===== src/rtl/dmem_access_ctrl.sv =====
// Two-port round-robin front-end for a word-wide data memory.
// Sub-word stores run as read-modify-write; loads are lane-extracted and extended.
module dmem_access_ctrl #(
  parameter int DEPTH_WORDS = 1024
) (
  input  logic        clk,
  input  logic        rst,
  input  logic        req0_valid,
  output logic        req0_ready,
  input  logic        req0_we,
  input  logic [1:0]  req0_size,
  input  logic        req0_unsigned,
  input  logic [31:0] req0_addr,
  input  logic [31:0] req0_wdata,
  output logic        rsp0_valid,
  output logic [31:0] rsp0_rdata,
  output logic        rsp0_err,
  input  logic        req1_valid,
  output logic        req1_ready,
  input  logic        req1_we,
  input  logic [1:0]  req1_size,
  input  logic        req1_unsigned,
  input  logic [31:0] req1_addr,
  input  logic [31:0] req1_wdata,
  output logic        rsp1_valid,
  output logic [31:0] rsp1_rdata,
  output logic        rsp1_err,
  output logic        mem_we,
  output logic [31:0] mem_a,
  output logic [31:0] mem_wd,
  input  logic [31:0] mem_rd
);

  localparam logic [31:0] ADDR_LIM = 32'(4 * DEPTH_WORDS);

  typedef enum logic [1:0] {IDLE, ACC, WB, RESP} state_t;

  state_t      state_q;
  logic        last_q;
  logic        port_q;
  logic        we_q;
  logic        uns_q;
  logic [1:0]  size_q;
  logic [31:0] addr_q;
  logic [31:0] wdata_q;
  logic [31:0] data_q;
  logic        err_q;

  logic        gnt0;
  logic        gnt1;
  logic        idle;
  logic        acc_err;
  logic        word_st;
  logic [7:0]  lb;
  logic [15:0] lh;
  logic [31:0] ld_d;
  logic [31:0] merge_d;
  logic [31:0] wa;

  // With both ports valid the port that did not win last time is served.
  assign gnt0 = req0_valid & (~req1_valid | last_q);
  assign gnt1 = req1_valid & ~gnt0;
  assign idle = ~rst & (state_q == IDLE);

  assign req0_ready = idle & gnt0;
  assign req1_ready = idle & gnt1;

  assign acc_err = (size_q == 2'b11)
                 | ((size_q == 2'b01) & addr_q[0])
                 | ((size_q == 2'b10) & (addr_q[1:0] != 2'b00))
                 | (addr_q >= ADDR_LIM);

  assign word_st = we_q & (size_q == 2'b10);
  assign wa      = {addr_q[31:2], 2'b00};

  assign lb = mem_rd[{addr_q[1:0], 3'b000} +: 8];
  assign lh = addr_q[1] ? mem_rd[31:16] : mem_rd[15:0];

  always_comb begin
    ld_d = mem_rd;
    unique case (1'b1)
      size_q == 2'b00: ld_d = {{24{~uns_q & lb[7]}}, lb};
      size_q == 2'b01: ld_d = {{16{~uns_q & lh[15]}}, lh};
      default:         ld_d = mem_rd;
    endcase
  end

  always_comb begin
    merge_d = mem_rd;
    if (size_q == 2'b00)
      merge_d[{addr_q[1:0], 3'b000} +: 8] = wdata_q[7:0];
    else
      merge_d[{addr_q[1], 4'b0000} +: 16] = wdata_q[15:0];
  end

  always_ff @(posedge clk) begin
    if (rst) begin
      state_q <= IDLE;
      last_q  <= 1'b1;
      port_q  <= 1'b0;
      we_q    <= 1'b0;
      uns_q   <= 1'b0;
      size_q  <= 2'b00;
      addr_q  <= '0;
      wdata_q <= '0;
      data_q  <= '0;
      err_q   <= 1'b0;
    end else begin
      unique case (state_q)
        IDLE: begin
          if (gnt0 | gnt1) begin
            port_q  <= gnt1;
            last_q  <= gnt1;
            we_q    <= gnt1 ? req1_we : req0_we;
            size_q  <= gnt1 ? req1_size : req0_size;
            uns_q   <= gnt1 ? req1_unsigned : req0_unsigned;
            addr_q  <= gnt1 ? req1_addr : req0_addr;
            wdata_q <= gnt1 ? req1_wdata : req0_wdata;
            err_q   <= 1'b0;
            data_q  <= '0;
            state_q <= ACC;
          end
        end
        ACC: begin
          if (acc_err) begin
            err_q   <= 1'b1;
            data_q  <= '0;
            state_q <= RESP;
          end else if (!we_q) begin
            data_q  <= ld_d;
            state_q <= RESP;
          end else if (word_st) begin
            data_q  <= '0;
            state_q <= RESP;
          end else begin
            data_q  <= merge_d;
            state_q <= WB;
          end
        end
        WB: begin
          data_q  <= '0;
          state_q <= RESP;
        end
        default: state_q <= IDLE;
      endcase
    end
  end

  logic in_acc;
  logic in_wb;
  logic in_resp;

  assign in_acc  = ~rst & (state_q == ACC);
  assign in_wb   = ~rst & (state_q == WB);
  assign in_resp = ~rst & (state_q == RESP);

  assign mem_we = (in_acc & word_st & ~acc_err) | in_wb;
  assign mem_a  = (in_acc | in_wb) ? wa : '0;
  assign mem_wd = in_wb ? data_q
                : (in_acc & word_st & ~acc_err) ? wdata_q : '0;

  assign rsp0_valid = in_resp & ~port_q;
  assign rsp1_valid = in_resp & port_q;
  assign rsp0_rdata = rsp0_valid ? data_q : '0;
  assign rsp1_rdata = rsp1_valid ? data_q : '0;
  assign rsp0_err   = rsp0_valid & err_q;
  assign rsp1_err   = rsp1_valid & err_q;

endmodule


===== config.mk =====
export PLATFORM = sky130hd
export DESIGN_NAME = dmem_access_ctrl
export DESIGN_NICKNAME = d
export VERILOG_FILES = /design/src/rtl/dmem_access_ctrl.sv
export SDC_FILE = /design/constraint.sdc
export NUM_CORES = 1
export LEC_CHECK = 0
export BUFFER_PORTS_ARGS = -buffer_cell sky130_fd_sc_hd__buf_2
export CAP_MARGIN = 10
export CORE_MARGIN = 5
export CORE_UTILIZATION = 40
export CTS_CLUSTER_DIAMETER = 50
export DETAILED_ROUTE_END_ITERATION = 8
export HOLD_SLACK_MARGIN = 0.03
export PLACE_DENSITY = 0.67
export SYNTH_ARGS = -nofsm -noshare
export SYNTH_HDL_FRONTEND = slang
export SYNTH_SLANG_ARGS = --single-unit

===== constraint.sdc =====
create_clock -name clk -period 2.9 [get_ports clk]
set_clock_uncertainty 0.15 [all_clocks]
set_input_delay 0.29 -clock clk [delete_from_list [all_inputs] [get_ports clk]]
set_output_delay 0.29 -clock clk [all_outputs]
set_load 0.03 [all_outputs]

; Word level (Yosys, flattened, before mapping)
; Cells that the tools add are included.
[word_totals]
out_inout_bits = 135
regBits = 105
[classes]
mux = 28
bitwise_logic = 32
n_eq_ne = 8
magnitude_cmp = 1
n_reduce_logical = 8
addsub = 2
n_shift = 5
[ops]
columns = op, n
row1 = two-way mux 32 bit, 12
row2 = one-hot mux 32 bit (3 select lines), 1
row3 = bitwise mux 32 bit, 2
row4 = one-hot mux 32 bit (2 select lines), 1
row5 = greater-or-equal comparator 32 x 13 -> 1 bit (second input constant), 1
row6 = variable shift 16 x 7 -> 32 bit (first input constant), 1
row7 = variable shift 8 x 7 -> 32 bit (first input constant), 1
row8 = indexed part select 16 x 7 -> 32 bit, 1
row9 = indexed part select 32 x 6 -> 8 bit, 1
row10 = indexed part select 8 x 7 -> 32 bit, 1
row11 = bitwise AND 1 bit, 19
row12 = two-way mux 16 bit, 1
row13 = negator 5 -> 7 bit, 2
row14 = == test 2 bit (second input constant), 4
row15 = two-way mux 1 bit, 7
row16 = OR 1 bit, 7
row17 = NOT 1 bit, 6
row18 = one-hot mux 2 bit (3 select lines), 1
row19 = == test 2 x 1 -> 1 bit (second input constant), 2
row20 = zero test 2 bit, 2
row21 = two-way mux 2 bit, 2
row22 = AND reduction 2 bit, 2
row23 = nonzero test 2 bit, 2
row24 = AND reduction 3 bit, 1
row25 = other kinds (4), 4

; Depth between registers and ports, before layout
; Gate-level depths: netlist of the first run.
[depth]
depth_word = 9
mapped_depth = 9
ltp_nobuf = 7

; Least setup slack after synthesis of the first run
; OpenSTA, ideal clock, no wires.
[synth_path]
path_kind = reg2out
from = register addr_q[0]
to = output mem_we
t_arrival_ns = 2.419
stages_incl_launch_ff = 9
slack_ns = 0.041
cell_sequence = dfxtp_1 buf_1 inv_1 ha_1 nand2b_1 a211oi_1 nand2_1 or3_1 a21oi_1
[synth_between]
elab_chain_cells = 7
[synth_lines]
columns = item, line
row1 = from (decl), 44  ; logic [31:0] addr_q;
row2 = from (signal assigned), 117  ; addr_q <= gnt1 ? req1_addr : req0_addr;
row3 = "parallel branches: the longest is 3 deep, another holds greater-or-equal comparator 32 x 13 -> 1 bit", n/a
row4 = OR 1 bit *, 71  ; | (addr_q >= ADDR_LIM);
row5 = NOT 1 bit *, 157  ; assign mem_we = (in_acc & word_st & ~acc_err) | in_wb;
row6 = bitwise AND 1 bit *, 157
row7 = OR 1 bit *, 157
row8 = to (decl), 28  ; output logic mem_we,
; Mark *: on every way between the ends.

; Worst setup path after layout of the first run
[layout_path]
from = register addr_q[28]
to = output mem_wd[17]
[layout_between]
elab_chain_cells = 6
[layout_lines]
columns = item, line
row1 = greater-or-equal comparator 32 x 13 -> 1 bit, 71
row2 = OR 1 bit, 71
row3 = NOT 1 bit, 160  ; : (in_acc & word_st & ~acc_err) ? wdata_q : '0;
row4 = bitwise AND 1 bit, 160
row5 = two-way mux 32 bit, 160
row6 = two-way mux 32 bit, 159  ; assign mem_wd = in_wb ? data_q
row7 = to (decl), 30  ; output logic [31:0] mem_wd,
; Every way passes these cells.

==> reports/qor.yml, run 1 <==
r2r-start: "addr_q[1]"
static_leakage_uw: 0.004466
global_route_wire_length_before_repair_um: 41470
cp_data_required_time_ns: 2.46
clock_power_share: 0.174
finalWeightedCongestion: 1.004
report.final.setup_viol: 4
netSwitchingFraction: 0.4619
arrival_worst_endpoint_ns: 2.48
drt-wirelength-per-cell_um: 19.65
yosysSeqAreaShare: 0.2891
hold_path.class: "in2reg"
post-route-util: 0.5459
netlist-cell-type-count: 61
areaGrowthSynthToFinish_pct: 34.39
core.rowCount: 49
die_x_um: 144.8
synthesized_flop_and_latch_total: 105
slew-limit-headroom: 0.4995
drt_first_pass_iters: 5
hold_violations: 0
yosysTopAreaCellShare: 0.2891
cp-start-kind: "register"
synthesis.yosys.warnings: 0
synth_top_cells_by_area: "dfxtp_1 (29%), mux2i_1 (12%), and2_1 (8.7%), a211oi_1 (8.2%), nor2_1 (4.4%)"
timing.hold.worst_path_depth: 3
clkTransAtPathRegs_ns: 0.08
dieArea_mm2: 0.02098
comb_power_share: 0.520
avgSynthCellArea_um2: 8.071
hp-start: "mem_rd[11]"
tritoncts_num_sinks: 105
final_net_count: 1362
grt_remaining_overflow: 0
internal-power_uw: 3872
number_of_levels_in_the_clock_h_tree: 3
grt_antenna_before_repair: 2
cts-buffers-inserted: 9
worst_hold_path.endpoint: "data_q[11]"
setup.reg_to_reg.worst_slack_ns: 0.22
postSynth.asyncResetShare: 0
pin_count_of_the_biggest_net_entering_global_routing: 72
postSynthCellCount: 901
critPathCaptureType: "output pin"
number_of_global_route_vias_before_repair: 7412
worstSetupPathType: "reg2out"
post-route-period-util: 1.006
timing.critical_path.fanout_max: 8
drc: 0
power.net_switching_uw: 3324
report.final.slew_viol_count: 0
ant_nets: 0
dieHeight_um: 144.8
power.density_mw_per_mm2: 736.3
portBuffers: 304
synthesized_cell_area_mm2: 0.007272
dp_slack_ns: 0.1206
max_cap_violations: 0
drive_gt1_frac: 0.3342
fin_crit_ns: 2.918
synth_top_cell_by_area: "dfxtp_1"
seqPwrFrac: 0.307
cts_buffer_depth: 2
timing_worst_slew_pin_value_ns: 0.7489
critPathLaunch: "addr_q[28]"
routed_wirelength_um: 27860
status: "finished, violations left"
design.portCount: 307
max_clock_freq_ghz: 0.3427
synth.cells.most_frequent: "dfxtp_1 (105), and2_1 (101), mux2i_1 (86)"
final.setup.worst_slack_ns: -0.01789
failing_checks: "setup timing"
power.ir.vdd_worst_uv: 464.7
hpwl_um: 20580
cts_tree: "done"
grt.total_usage: 0.2523
synth-edff-count: 0
floorplan.core_area_mm2: 0.01790
ctsRootBufferMaster: "clkbuf_16"
ff2ff_path_depth: 8
initial_utilization: 0.4062
total_power_uw: 7196
drt_iter0_markers: 651
setup_repair_after_global_routing_missed_its_margin: "yes"
ys_dominant_reg_cell: "dfxtp_1"
vias: 8014
worst_skew_pair.late_latency_ns: 0.36
route.detailed.vias_per_inst: 5.652
rr_endpoint: "data_q[25]"
post-synth-top-count-cell: "dfxtp_1"
==> routing by layer <==
layer | GRT usage | vias up | wire length (µm)
li1 | - | 3887 | -
met1 | 0.3280 | 3671 | 11150
met2 | 0.4240 | 407 | 13220
met3 | 0.05028 | 49 | 2752
met4 | 0.07413 | 0 | 740
met5 | 0 | - | 0
==> state kept, by name (all words and copies together) (netlist names) <==
signal,count
last_q,1
err_q,1
data_q,32
uns_q,1
port_q,1
addr_q,32
state_q,2
size_q,2
wdata_q,32
we_q,1
==> worst max-delay path, stage by stage (launching register included) <==
cell and delay (ns):
dfxtp_2 0.33, or4_4 0.55, a211oi_4 0.26, nand2_2 0.12, nor4_4 0.16, buf_6 0.17, buf_12 0.11, buf_16 0.13
a22o_1 0.15, buf_6 0.14
==> power by group through the flow <==
stage	Clock, µW	Sequential [µW]	Combinational, µW
2_1_floorplan	0	2050	2650
3_3_place_gp	0	2210	3600
3_5_place_dp	0	2220	3630
4_1_cts	1280	2200	3690
5_1_grt	1330	2250	4110
6_report	1250	2210	3740
==> worst max-delay path by stage <==
stage,end,depth (start not counted)
detailed placement,mem_wd[30],7
global placement,mem_wd[16],7
floorplan,mem_we,8
CTS,mem_wd[17],8
finish,mem_wd[17],9
global route,mem_wd[18],9
==> layout by cell type, fill, tap and decap left out, types with 4 or more instances in the layout <==
cell,Yosys,final
buf_2,14,270
clkbuf_16,0,9
buf_4,2,37
o21ai_0,43,43
a21o_1,4,4
nand3_1,7,7
o21bai_1,6,6
buf_6,0,34
a211oi_1,79,78
and3_1,5,5
nor2_1,85,84
o22ai_1,7,7
dfxtp_2,0,4
ha_1,10,9
a31oi_1,10,10
a22oi_1,6,6
buf_12,0,6
o31ai_1,12,12
mux2_2,4,4
nor2b_1,6,6
and2_1,101,101
nor4_1,5,5
a221oi_1,14,14
dfxtp_1,105,101
diode_2,0,4
a21oi_1,49,47
nand2_1,43,42
mux2i_1,86,86
inv_1,21,21
mux4_2,5,5
nand2b_1,8,8
nor3_1,12,12
a22o_1,36,36
==> stage by stage <==
step | cell area (µm²) | hold WS [ns] | setup TNS, ns | std cells
floorplan | 7276 | 0.2955 | 0 | 902
global placement | 9117 | 0.3181 | 0 | 1389
detailed placement | 9117 | 0.3285 | 0 | 1389
CTS | 9630 | 0.08857 | -0.2581 | 1413
global route | 9768 | 0.1081 | -2.457 | 1416
finish | 9773 | 0.09816 | -0.03684 | 1418
==> final cells by class <==
cell class | count | area [µm²]
clock buffers | 10 | 239.0
well taps | 229 | 286.5
repair buffers | 349 | 2170
multi-input cells | 693 | 4823
fillers | 1748 | 8129
clock inverters | 6 | 55.05
flip-flops and latches | 105 | 2107
diodes | 4 | 10.01
inverters | 22 | 82.58
==> logic make-up after synthesis <==
| kind of cell | after synthesis | synth area share |
|---|---|---|
| and+or+nand+nor | 298 | 0.2195 |
| AOI/OAI and AO/OA | 288 | 0.2765 |
| DFF | 105 | 0.2891 |
| buffers and inverters | 104 | 0.05712 |
| muxes | 95 | 0.1401 |
| adders and majority gates | 10 | 0.01721 |
| other | 1 | 0.0005157 |
==> timing repair <==
item / CTS / global route
endpoints found under the setup margin: 33 / 33
setup buffers: 5 / 2
gates cloned: 2 / 0
pin swaps: 4 / 6
hold buffers: 1 / 0
resized for setup: 40 / 56
endpoints found under the hold margin: 1 / 0
(Power assumes the default switching activity.)
==> run 2, diff against run 1 <==
- clock period: 2.9 -> 3.73 ns (I/O delays scaled with it)
==> run 2 against run 1 <==
Compared with the run above:
- the flow now finishes without violations
- critical path type unchanged
- largest power group unchanged
- worst hold slack improved by 0.098 ns
- non-clock buffer count fell by 24
- clock power fell by 27%
- sequential power fell by 22%
- wire length fell by 4.7%
- critical path depth fell by 2
- combinational power fell by 26%
- utilization fell by 2.9 points
- via count fell by 1.6%
- design area fell by 5.3%
==> reports/qor.yml, run 2 (synthesis gave the netlist of run 1 again) <==
grt.total_usage: 0.2421  # -0.01017
drc: 0  # unchanged
ff2ff_path_depth: 7  # -1
dieArea_mm2: 0.02098  # unchanged
max_clock_freq_ghz: 0.2956
hp-start: "req0_addr[11]"
setup.reg_to_reg.worst_slack_ns: 0.98  # +0.76 ns
slew-limit-headroom: 0.2794  # -0.2200
fin_crit_ns: 3.384
route.detailed.vias_per_inst: 5.673  # +0.37%
number_of_levels_in_the_clock_h_tree: 3  # unchanged
r2r-start: "state_q[0]"
place.detailed.instances: 1374  # -1.1%
finalWeightedCongestion: 0.9661  # -3.7%
grt_remaining_overflow: 0  # unchanged
hold_violations: 0  # unchanged
cp-start-kind: "register"
number_of_global_route_vias_before_repair: 7389  # -0.31%
post-route-period-util: 0.9071
whs_ns: 0.1966  # +0.09849 ns
post-route-util: 0.5169  # -0.02900
cp_data_required_time_ns: 3.21  # +0.75 ns
ant_nets: 0  # unchanged
design.portCount: 307  # unchanged
global_route_wire_length_before_repair_um: 40150  # -3.2%
rr_endpoint: "data_q[3]"
critPathCaptureType: "output pin"
final.setup.worst_slack_ns: 0.3465  # +0.3644 ns
post_cts_buffers: 0  # -5
drive_gt1_frac: 0.3129  # -0.02125
final_cells: 1390  # -2.0%
tritoncts_num_sinks: 105  # unchanged
drt-wirelength-per-cell_um: 19.10  # -2.8%
largest_registers: "addr_q (32), data_q (32), wdata_q (32)"
routed_wirelength_um: 26550  # -4.7%
power.ir.vdd_worst_uv: 283.7  # -39%
areaGrowthSynthToFinish_pct: 27.25
timing_worst_slew_pin_value_ns: 1.081  # +0.3319 ns
core.rowCount: 49  # unchanged
ctsRootBufferMaster: "clkbuf_16"
static_leakage_uw: 0.004289  # -4.0%
setup_repair_after_global_routing_missed_its_margin: "no"
max_cap_violations: 0  # unchanged
final_net_count: 1338  # -1.8%
report.final.setup_viol: 0  # -4
hold_path.class: "in2reg"
pin_count_of_the_biggest_net_entering_global_routing: 87  # +21%
worst_hold_path.endpoint: "addr_q[11]"
cts_tree: "done"
power.density_mw_per_mm2: 581.1  # -21%
worst_skew_pair.late_latency_ns: 0.36  # about the same
cts_buffer_depth: 2  # unchanged
timing.hold.worst_path_depth: 3  # unchanged
dieHeight_um: 144.8  # unchanged
fin_tns_setup_ns: 0  # +0.03684 ns
cts-buffers-inserted: 9  # unchanged
holdBufCountCts: 0  # -1
layout.cells.most_common: "buf_2"
die_x_um: 144.8  # unchanged
post_cts.resized_instances: 0  # -100%
timing.critical_path.fanout_max: 32  # +24
clkTransAtPathRegs_ns: 0.08  # about the same
report.final.slew_viol_count: 0  # unchanged
worstSetupPathType: "reg2out"
hpwl_um: 20030  # -2.7%
portBuffers: 304  # unchanged
grt_antenna_before_repair: 0  # -2
drt_first_pass_iters: 6  # +1
most-common-layout-cells: "buf_2 (303), dfxtp_1 (104), and2_1 (101)"
arrival_worst_endpoint_ns: 2.86  # +0.38 ns
floorplan.core_area_mm2: 0.01790  # unchanged
dp_slack_ns: 0.7306  # +0.6100 ns
status: "finished, final reports clean"
drt_iter0_markers: 573  # -12%
initial_utilization: 0.4062  # unchanged
vias: 7885  # -1.6%
run 2: cell types whose count changed in the layout (fill, tap and decap cells not counted), moves of 2 or more:
| cell | change |
|---|---|
| buf_4 | -18 |
| inv_6 | -3 |
| buf_12 | -3 |
| dfxtp_2 | -3 |
| clkinvlp_4 | +2 |
| diode_2 | -3 |
| buf_6 | -34 |
| buf_2 | +33 |
| dfxtp_1 | +3 |
run 2: worst max path at each step:
stage | start | endpoint | slack, ns | depth (start not counted)
final | addr_q[24] | mem_wd[24] | 0.35 | 7
after global routing | addr_q[1] | mem_wd[21] | 0.15 | 9
after CTS | addr_q[24] | mem_wd[31] | 0.35 | 7
after detailed placement | addr_q[24] | mem_wd[31] | 0.73 | 7
after global placement | addr_q[24] | mem_wd[16] | 0.81 | 7
after floorplan | addr_q[0] | mem_we | 0.79 | 8
run 2: area by class of cell:
cell class | instances | area, µm²
antenna | 1 | 2.502
clock buffer | 10 | 229.0
fill | 1785 | 8648
timing repair buffer | 325 | 1719
tap | 229 | 286.5
clock inverter | 5 | 42.54
multi-input combinational | 693 | 4788
sequential | 105 | 2103
inverter | 22 | 82.58
run 2: worst max-delay path: stages, from the launching register on:
cell and delay (ns):
dfxtp_1 0.33, or4_4 0.54, a211oi_1 0.35, nand2_1 0.22, nor4_4 0.24, buf_4 0.43
a22o_1 0.20, buf_2 0.19
run 2: routing by layer:
layer  wire length [µm]  GRT usage  vias up
met2              12290     0.3879      439
met3               2812    0.04831       56
met1              10630     0.3212     3561
li1                   -          -     3829
met5                  0          0        -
met4                815    0.09377        0
run 2: power breakdown:
part / leakage, µW / internal [µW] / switching, µW / total (µW)
logic: 0.00330 / 1040 / 1710 / 2750
clock network: 0.000123 / 456 / 451 / 907
registers: 0.000864 / 1410 / 316 / 1720
total: 0.00429 / 2900 / 2480 / 5380
run 2: through the flow:
stage          area, µm²  total power (µW)
2_1_floorplan       7276              3651
3_3_place_gp        8980              4442
3_5_place_dp        8980              4467
4_1_cts             9251              5382
5_1_grt             9251              5781
6_report            9254              5378
==> run 3, diff against run 2 <==
- CTS_BUF_LIST: not set -> sky130_fd_sc_hd__clkbuf_16
- TNS_END_PERCENT: not set -> 30
- clock period: 3.73 -> 3.6 ns (I/O delays scaled with it)
==> run 3 against run 2 <==
Compared with the run above:
- sequential power rose by 3%
- register-to-register slack got worse by 0.05 ns
- utilization rose by 0.14 points
- sequential share of layout area fell by 0.061 points
- design area rose by 0.27%
- non-clock buffer count rose by 5
- power rose by 4.3%
- combinational power rose by 5%
- clock-buffer cell count fell by 1
- sequential cell count did not move
==> reports/qor.yml, run 3 (synthesis gave the netlist of run 1 again) <==
clock_power_share: 0.170  # about the same
critPathCaptureType: "output pin"
power.ir.vdd_worst_uv: 325.9  # +15%
max_cap_violations: 0  # unchanged
ant_nets: 0  # unchanged
power.net_switching_uw: 2597  # +4.8%
pin_count_of_the_biggest_net_entering_global_routing: 98  # +13%
areaGrowthSynthToFinish_pct: 27.60
worstSetupPathType: "reg2out"
drive_gt1_frac: 0.3148  # +0.001820
drt-wirelength-per-cell_um: 19.20  # +0.52%
critPathSlowestCell: "or4_4"
netSwitchingFraction: 0.4631  # +0.002322
post-route-period-util: 0.9323
gr-max-usage-layer: "met2"
place.detailed.instances: 1379  # +0.36%
fin_tns_setup_ns: 0  # unchanged
grt.total_usage: 0.2431  # +0.001008
routed_wirelength_um: 26800  # +0.95%
clkTransAtPathRegs_ns: 0.07  # about the same
layout.cells.most_common: "buf_2"
arrival_worst_endpoint_ns: 2.85  # about the same
max_stage_delay_ns: 0.54  # about the same
design.portCount: 307  # unchanged
timing.critical_path.fanout_max: 32  # unchanged
most-common-layout-cells: "buf_2 (303), dfxtp_1 (104), and2_1 (101)"
cts-buffers-inserted: 9  # unchanged
internal-power_uw: 3010  # +3.8%
globalRouteMet1Util: 0.3171  # -0.004188
holdBufCountCts: 0  # unchanged
post_cts_buffers: 0  # unchanged
setup.reg_to_reg.worst_slack_ns: 0.93  # -0.05 ns
report.final.setup_viol: 0  # unchanged
core.rowCount: 49  # unchanged
placedInstanceArea_mm2: 0.009005  # +0.28%
final_net_count: 1343  # +0.37%
met3_routing_resource_usage_after_global_routing: 0.04896  # +0.0006572
drc: 0  # unchanged
seqPwrFrac: 0.316  # -0.004
timing.critical_path.cells: "or4_4, a211oi_1, nand2_1, nor4_4, buf_4, a22o_1, buf_2"
drt_iter0_markers: 639  # +12%
r2r-start: "state_q[0]"
grt.met2_usage: 0.4061  # +0.01820
die_x_um: 144.8  # unchanged
final_cell_area_mm2: 0.009279  # +0.27%
hold_violations: 0  # unchanged
number_of_levels_in_the_clock_h_tree: 3  # unchanged
ctsRootBufferMaster: "clkbuf_16"
cp_top_family: "simple AND/OR/NAND/NOR gates"
cts_buffer_depth: 2  # unchanged
crit_end: "mem_wd[11]"
timing_worst_slew_pin_value_ns: 1.006  # -0.07509 ns
initial_utilization: 0.4062  # unchanged
dieArea_mm2: 0.02098  # unchanged
portBuffers: 304  # unchanged
report.final.slew_viol_count: 0  # unchanged
slew-limit-headroom: 0.3278  # +0.04837
rr_endpoint: "data_q[22]"
ff2ff_path_depth: 7  # unchanged
vias: 7867  # -0.23%
fin_crit_ns: 3.356
worst_skew_pair.late_latency_ns: 0.36  # about the same
worstSetupPathDepth: 7  # unchanged
grt_remaining_overflow: 0  # unchanged
cp-start-kind: "register"
dieHeight_um: 144.8  # unchanged
tritoncts_num_sinks: 105  # unchanged
post_cts.resized_instances: 0  # unchanged
cts_tree: "done"
status: "finished, final reports clean"
comb_power_share: 0.514  # +0.003
critPathLaunch: "addr_q[24]"
finalWeightedCongestion: 0.9482  # -1.9%
static_leakage_uw: 0.004318  # +0.68%
largest_registers: "addr_q (32), data_q (32), wdata_q (32)"
hold_path.class: "in2reg"
floorplan.core_area_mm2: 0.01790  # unchanged
bufs_and_invs_on_worst_path: 2  # unchanged
setup_repair_after_global_routing_missed_its_margin: "no"
max_clock_freq_ghz: 0.2979
power.density_mw_per_mm2: 604.2  # +4.0%
final_cells: 1396  # +0.43%
route.detailed.vias_per_inst: 5.635  # -0.66%
timing.hold.worst_path_depth: 3  # unchanged
final.fill_count: 1770  # -0.84%
hpwl_um: 20410  # +1.9%
cp_data_required_time_ns: 3.09  # -0.12 ns
global_route_wire_length_before_repair_um: 40180  # about the same
number_of_global_route_vias_before_repair: 7244  # -2.0%
grt_antenna_before_repair: 0  # unchanged
drt_first_pass_iters: 6  # unchanged
total_power_uw: 5607  # +4.3%
==> run 3: cell type report <==
cell class	instances	area [µm²]	share of cell area
diodes	1	2.502	0.0002697
clock buffers	9	225.2	0.02427
clock inverters	7	46.29	0.004989
inverters	22	82.58	0.008900
multi-input cells	693	4788	0.5160
flip-flops and latches	105	2103	0.2267
well taps	229	286.5	0.03088
repair buffers	330	1744	0.1880
==> run 3: how the worst min path moves through the flow <==
stage | end | slack (ns) | startpoint
floorplan | port_q | 0.30 | port_q
CTS | data_q[11] | 0.16 | mem_rd[11]
global route | wdata_q[16] | 0.20 | req0_wdata[16]
detailed placement | data_q[1] | 0.33 | data_q[1]
finish | data_q[11] | 0.18 | mem_rd[11]
global placement | port_q | 0.32 | port_q
==> run 3: layer usage <==
layer  share of wire  routed length [µm]  up-vias
met4           0.023                 613        0
met1            0.39               10580     3554
met2            0.48               12750      425
met3            0.11                2852       54
met5               0                   0        -
li1                -                   -     3834
==> run 3: power by group through the flow <==
stage	logic (µW)	registers [µW]	clock network (µW)
after floorplan	2140	1650	0
after global placement	2830	1780	0
after detailed placement	2850	1790	0
after CTS	2860	1770	976
after global routing	3170	1800	1020
final	2880	1770	951
==> run 3: stage by stage <==
step	setup WS (ns)	utilization	hold slack, ns
2_1_floorplan	0.6711	-	0.2955
3_3_place_gp	0.6477	0.5030	0.3189
3_5_place_dp	0.6030	0.5030	0.3275
4_1_cts	0.2202	0.5182	0.1643
5_1_grt	0.02934	0.5182	0.1998
6_report	0.2436	0.5183	0.1774
==> run 3: worst register-to-register path: cells and delay by family, from the launching register on <==
family / cells / cell delay [ns]
buffers and inverters: 1 / 0.08
adders and majority gates: 1 / 0.26
and+or+nand+nor: 4 / 1.44
DFF: 1 / 0.40
AOI/OAI and AO/OA: 1 / 0.26
